===== src/rtl/comp_1bit_nor_unit_if.sv =====
// comp_1bit_nor_unit_if: sample/result bundle for the 1-bit NOR comparator.
//   a, b       compare operands
//   in_valid   sample strobe
//   cnt_clr    synchronous clear of the outcome counters
//   l, e, g    registered one-hot less/equal/greater flags
//   out_valid  one-cycle strobe after each accepted sample
//   cnt_l/e/g  saturating outcome counters, CNT_W bits each
// The master modport drives the samples. The slave modport is the comparator.
interface comp_1bit_nor_unit_if #(
  parameter int unsigned CNT_W = 8
) ();
  logic             a;
  logic             b;
  logic             in_valid;
  logic             cnt_clr;
  logic             l;
  logic             e;
  logic             g;
  logic             out_valid;
  logic [CNT_W-1:0] cnt_l;
  logic [CNT_W-1:0] cnt_e;
  logic [CNT_W-1:0] cnt_g;

  modport master (
    output a, b, in_valid, cnt_clr,
    input  l, e, g, out_valid, cnt_l, cnt_e, cnt_g
  );

  modport slave (
    input  a, b, in_valid, cnt_clr,
    output l, e, g, out_valid, cnt_l, cnt_e, cnt_g
  );
endinterface


===== src/rtl/comp_1bit_nor_unit.sv =====
// comp_1bit_nor_unit: registered 1-bit magnitude comparator.
// The compare core is built only from 2-input NOR primitives.
//   clk    rising-edge clock
//   rst_n  asynchronous active-low reset
//   bus    comp_1bit_nor_unit_if.slave
//          inputs:  a, b, in_valid, cnt_clr
//          outputs: l, e, g, out_valid, cnt_l, cnt_e, cnt_g
// An accepted sample loads the flags and bumps the matching counter one cycle
// later. Counters saturate at all-ones. cnt_clr takes priority over an increment.
module comp_1bit_nor_unit #(
  parameter int unsigned CNT_W = 8
) (
  input  logic                 clk,
  input  logic                 rst_n,
  comp_1bit_nor_unit_if.slave  bus
);

  // NOR-only compare core
  logic nb, na, lt, gt, eq;

  nor u_nor_nb (nb, bus.b, bus.b);
  nor u_nor_na (na, bus.a, bus.a);
  nor u_nor_lt (lt, bus.a, nb);   // ~a & b
  nor u_nor_gt (gt, na, bus.b);   //  a & ~b
  nor u_nor_eq (eq, lt, gt);

  logic             l_q, e_q, g_q, out_valid_q;
  logic             l_d, e_d, g_d, out_valid_d;
  logic [CNT_W-1:0] cnt_l_q, cnt_e_q, cnt_g_q;
  logic [CNT_W-1:0] cnt_l_d, cnt_e_d, cnt_g_d;

  always_comb begin
    l_d         = l_q;
    e_d         = e_q;
    g_d         = g_q;
    out_valid_d = bus.in_valid;
    if (bus.in_valid) begin
      l_d = lt;
      e_d = eq;
      g_d = gt;
    end
  end

  always_comb begin
    cnt_l_d = cnt_l_q;
    cnt_e_d = cnt_e_q;
    cnt_g_d = cnt_g_q;
    if (bus.cnt_clr) begin
      cnt_l_d = '0;
      cnt_e_d = '0;
      cnt_g_d = '0;
    end else if (bus.in_valid) begin
      // At most one of lt/eq/gt is high, so at most one counter moves.
      if (lt && (cnt_l_q != '1)) cnt_l_d = cnt_l_q + 1'b1;
      if (eq && (cnt_e_q != '1)) cnt_e_d = cnt_e_q + 1'b1;
      if (gt && (cnt_g_q != '1)) cnt_g_d = cnt_g_q + 1'b1;
    end
  end

  always_ff @(posedge clk or negedge rst_n) begin
    if (!rst_n) begin
      l_q         <= 1'b0;
      e_q         <= 1'b0;
      g_q         <= 1'b0;
      out_valid_q <= 1'b0;
      cnt_l_q     <= '0;
      cnt_e_q     <= '0;
      cnt_g_q     <= '0;
    end else begin
      l_q         <= l_d;
      e_q         <= e_d;
      g_q         <= g_d;
      out_valid_q <= out_valid_d;
      cnt_l_q     <= cnt_l_d;
      cnt_e_q     <= cnt_e_d;
      cnt_g_q     <= cnt_g_d;
    end
  end

  assign bus.l         = l_q;
  assign bus.e         = e_q;
  assign bus.g         = g_q;
  assign bus.out_valid = out_valid_q;
  assign bus.cnt_l     = cnt_l_q;
  assign bus.cnt_e     = cnt_e_q;
  assign bus.cnt_g     = cnt_g_q;

endmodule


===== src/flat_wrapper.sv =====
// flat-port wrapper written by rule: the top's interface ports become plain ports
module comp_1bit_nor_unit_flat 
#(
  parameter int unsigned CNT_W = 8
)
  (clk, rst_n, bus_a, bus_b, bus_in_valid, bus_cnt_clr, bus_l, bus_e, bus_g, bus_out_valid, bus_cnt_l, bus_cnt_e, bus_cnt_g);
  comp_1bit_nor_unit_if #(.CNT_W(CNT_W)) bus_i ();
  input  logic clk;
  input  logic rst_n;
  input wire logic [$bits(bus_i.a)-1:0] bus_a;
  input wire logic [$bits(bus_i.b)-1:0] bus_b;
  input wire logic [$bits(bus_i.in_valid)-1:0] bus_in_valid;
  input wire logic [$bits(bus_i.cnt_clr)-1:0] bus_cnt_clr;
  output wire logic [$bits(bus_i.l)-1:0] bus_l;
  output wire logic [$bits(bus_i.e)-1:0] bus_e;
  output wire logic [$bits(bus_i.g)-1:0] bus_g;
  output wire logic [$bits(bus_i.out_valid)-1:0] bus_out_valid;
  output wire logic [$bits(bus_i.cnt_l)-1:0] bus_cnt_l;
  output wire logic [$bits(bus_i.cnt_e)-1:0] bus_cnt_e;
  output wire logic [$bits(bus_i.cnt_g)-1:0] bus_cnt_g;
  assign bus_i.a = bus_a;
  assign bus_i.b = bus_b;
  assign bus_i.in_valid = bus_in_valid;
  assign bus_i.cnt_clr = bus_cnt_clr;
  assign bus_l = bus_i.l;
  assign bus_e = bus_i.e;
  assign bus_g = bus_i.g;
  assign bus_out_valid = bus_i.out_valid;
  assign bus_cnt_l = bus_i.cnt_l;
  assign bus_cnt_e = bus_i.cnt_e;
  assign bus_cnt_g = bus_i.cnt_g;
  comp_1bit_nor_unit #(.CNT_W(CNT_W)) u_core (.clk(clk), .rst_n(rst_n), .bus(bus_i));
endmodule

===== config.mk =====
export PLATFORM = sky130hd
export DESIGN_NAME = comp_1bit_nor_unit_flat
export DESIGN_NICKNAME = d
export VERILOG_FILES = /design/src/rtl/comp_1bit_nor_unit_if.sv /design/src/rtl/comp_1bit_nor_unit.sv /design/src/flat_wrapper.sv
export SDC_FILE = /design/constraint.sdc
export NUM_CORES = 1
export LEC_CHECK = 0
export ABC_AREA = 1
export CAP_MARGIN = 20
export CORE_MARGIN = 5
export CORE_UTILIZATION = 46
export CTS_BUF_LIST = sky130_fd_sc_hd__clkbuf_16
export DETAILED_ROUTE_END_ITERATION = 8
export GPL_TIMING_DRIVEN = 0
export PLACE_DENSITY_LB_ADDON = 0.1
export SLEW_MARGIN = 20
export SYNTH_ARGS = -nofsm -noshare
export SYNTH_HDL_FRONTEND = slang
export SYNTH_SLANG_ARGS = --single-unit

===== constraint.sdc =====
create_clock -name clk -period 1.3 [get_ports clk]
set_clock_uncertainty 0.1 [all_clocks]
set_input_delay 0.26 -clock clk [delete_from_list [all_inputs] [get_ports clk]]
set_output_delay 0.26 -clock clk [all_outputs]
set_load 0.05 [all_outputs]

==> flow_metrics.tcl <==
set metrics [dict create \
    yosysSeqAreaShare_pct 41.85 \
    grt_max_degree 29 \
    failed_checks "setup timing" \
    final_cell_mix "nand2_1 (60), buf_4 (35), inv_1 (27)" \
    reg2regPathDepth 9 \
    dieArea_mm2 0.004946 \
    drive_gt1_share_pct 42.31 \
    syn2layout_area_growth_pct 43.50 \
    synthCells 229 \
    setup.worst_path.end_class "flip-flop" \
    antenna_left 0 \
    outcome "finished, violations left" \
    routed_via_density 4.817 \
    pin_count 34 \
    final_common_cell "nand2_1" \
    tightestPinTransition_ns 0.6421 \
    dpl.hpwl_mm 2.684 \
    drt-initial-drc-count 61 \
    grt_pass1_vias 1538 \
    fin_crit_sh_pct 105.6 \
    multi_input_area_um2 972.2 \
    n_fill_cell 317 \
    wl_per_cell_um 12.11 \
    power-per-cell-area_mw_per_mm2 792.3 \
    cts_buffers 3 \
    grt_pass1_wl_mm 7.086 \
    hold_depth 1 \
    cp_max_fo 5 \
    crit_cells 9 \
    ys_async_sr_fraction_pct 100.0 \
    critical_path_class "reg2reg" \
    cpLargestDelayFamily "simple AND/OR/NAND/NOR gates" \
    timing.final.setup_violations 23 \
    ys_types 20 \
    ir_drop_v 0.0004575 \
    fp.dieH_um 70.33 \
    final_util_pct 66.62 \
    holdWs_ns 0.2653 \
    wl_mm 4.046 \
    vias 1609 \
    finalInstanceArea_mm2 0.002402 \
    critPathMaxStageDelay_ns 0.44 \
    cts.sinks 28 \
    place_ws_ns -0.6682 \
    netlist_area_mm2 0.001674 \
    critPathBufInv 1 \
    hold_class "in2reg" \
    start_util_pct 46.43 \
    io_buffers 33 \
    synth.top_cell.area_share_pct 41.85 \
    firstDrtPassIters 4 \
    drv_cap 0 \
    clockRootBuffer "clkbuf_16" \
    crit_required_ns 1.35 \
    hold_violations 0 \
    slew_headroom_pct 57.19 \
    regArea_um2 728.2 \
    antenna_found_initial 0 \
    antenna_cells 0 \
    yosys.area.top_type "dfrtp_1" \
    total_power_mw 1.903 \
    setup_slack_ns -0.07292 \
    drv_slew 0 \
    timing.fmax_mhz 728.4 \
    track_usage_pct 17.25 \
    cts_max_level 1 \
    synth_nets 240 \
    leakagePower_nw 1.188 \
    synth_area_leaders "dfrtp_1 (42%), nand2_1 (16%), nor2_1 (6.3%)" \
    placed_area_mm2 0.002151 \
    synth-edff-count 0 \
    drc_errors 0 \
    post_synth.cell_area_avg_um2 7.311 \
    clock_latency_ns 0.26 \
    rows 22 \
    overflow 0 \
    rsz0062_at_grt "true" \
    gp_congestion 0.7734 \
    ys.flop_type "dfrtp_1" \
    setup.worst_path.start_class "flip-flop" \
    coreArea_mm2 0.003606 \
    period_needed_ns 1.373 \
    die_x_um 70.33 \
    cts_tree "built" \
    crit_slowest_cell "dfrtp_2" \
    cts.clk_slew.worst_paths_ns 0.07 \
    yosys_register_bits 28 \
    path_cells "ha_4 > nand2_4 > nor2_4 > nand2_2 > nand2_2 > nand2_4 > clkinv_4 > nand2_2 > nand2_1" \
    yosys_warnings 0 \
    cp.arrival_ns 1.43 \
    nets 298 \
    crit_top_cell "nand2_2" \
    cts_buffer_depth 2 \
]
-- sequential cells by signal (all words and copies together) (netlist names) --
signal,count
u_core.bus.cnt_e,8
u_core.bus.cnt_g,8
u_core.bus.cnt_l,8
u_core.bus.e,1
u_core.bus.g,1
u_core.bus.l,1
u_core.bus.out_valid,1
-- final cells by class --
type | count | area share, %
plain buffers | 2 | 0.9375
repair buffers | 53 | 16.93
well taps | 48 | 2.500
clock buffers | 3 | 3.125
multi-input cells | 168 | 40.47
inverters | 31 | 5.573
clock inverters | 1 | 0.1563
flip-flops and latches | 28 | 30.31
-- synthesized netlist by cell type (all sizes together), types with 2 or more instances --
cell	number
inv	28
a21oi	3
nand3	20
nor2	31
dfrtp	28
buf	2
xor2	6
o21ai	12
clkinv	3
nand2	84
ha	5
nand4	6
-- worst register-to-register path, cell delays in order, from the launching register on --
cell and delay (ns):
dfrtp_2 0.44, ha_4 0.18, nand2_4 0.07, nor2_4 0.05
nand2_2 0.08, nand2_2 0.06, nand2_4 0.10, clkinv_4 0.09
nand2_2 0.06, nand2_1 0.04
-- path summary, 6_finish.rpt --
kind	end	slack, ns	from
max	u_core.bus.cnt_l[5]$_DFFE_PN0P_	-0.07	u_core.bus.cnt_l[1]$_DFFE_PN0P_
min	u_core.bus.out_valid$_DFF_PN0_	0.27	bus_in_valid
max reg2reg	u_core.bus.cnt_l[5]$_DFFE_PN0P_	-0.07	u_core.bus.cnt_l[1]$_DFFE_PN0P_
min reg2reg	u_core.bus.g$_DFFE_PN0P_	0.42	u_core.bus.g$_DFFE_PN0P_
max in group asynchronous	u_core.bus.cnt_l[3]$_DFFE_PN0P_	0.19	rst_n
min in group asynchronous	u_core.bus.e$_DFFE_PN0P_	0.45	rst_n
-- routing by layer --
layer	vias to the layer above	part of all wire, %	GRT usage, %
li1	831	-	-
met1	749	47	23.51
met2	27	49	28.27
met3	2	4.1	3.453
met4	0	0.42	3.404
met5	-	0	0
-- power breakdown --
group	internal, mW	switching, mW	total, mW
clock network	0.413	0.300	0.713
registers	0.891	0.0169	0.908
logic	0.0882	0.195	0.283
total	1.39	0.512	1.90
-- logic make-up after synthesis --
group | count (synthesis) | share of synthesized area (%)
buffers and inverters | 33 | 8.744
xor gates and xnor gates | 6 | 3.139
and+or+nand+nor | 141 | 37.59
DFF | 28 | 41.85
AOI/OAI and AO/OA | 16 | 4.933
adders and majority gates | 5 | 3.737
-- what timing repair did --
action / CTS / global route
setup buffers: 9 / 10
endpoints found under the hold margin: 28 / 0
pin swaps: 11 / 11
resized for setup: 180 / 23
hold buffers: 1 / 0
endpoints found under the setup margin: 52 / 32
-- stage by stage --
| stage | instances | TNS (ns) |
|---|---|---|
| after floorplan | 229 | -3.214 |
| after global placement | 310 | -38.55 |
| after detailed placement | 310 | -18.61 |
| after CTS | 324 | -1.150 |
| after global routing | 334 | -3.399 |
| final | 334 | -1.164 |
Note: power is estimated with default switching activity, not from simulation.
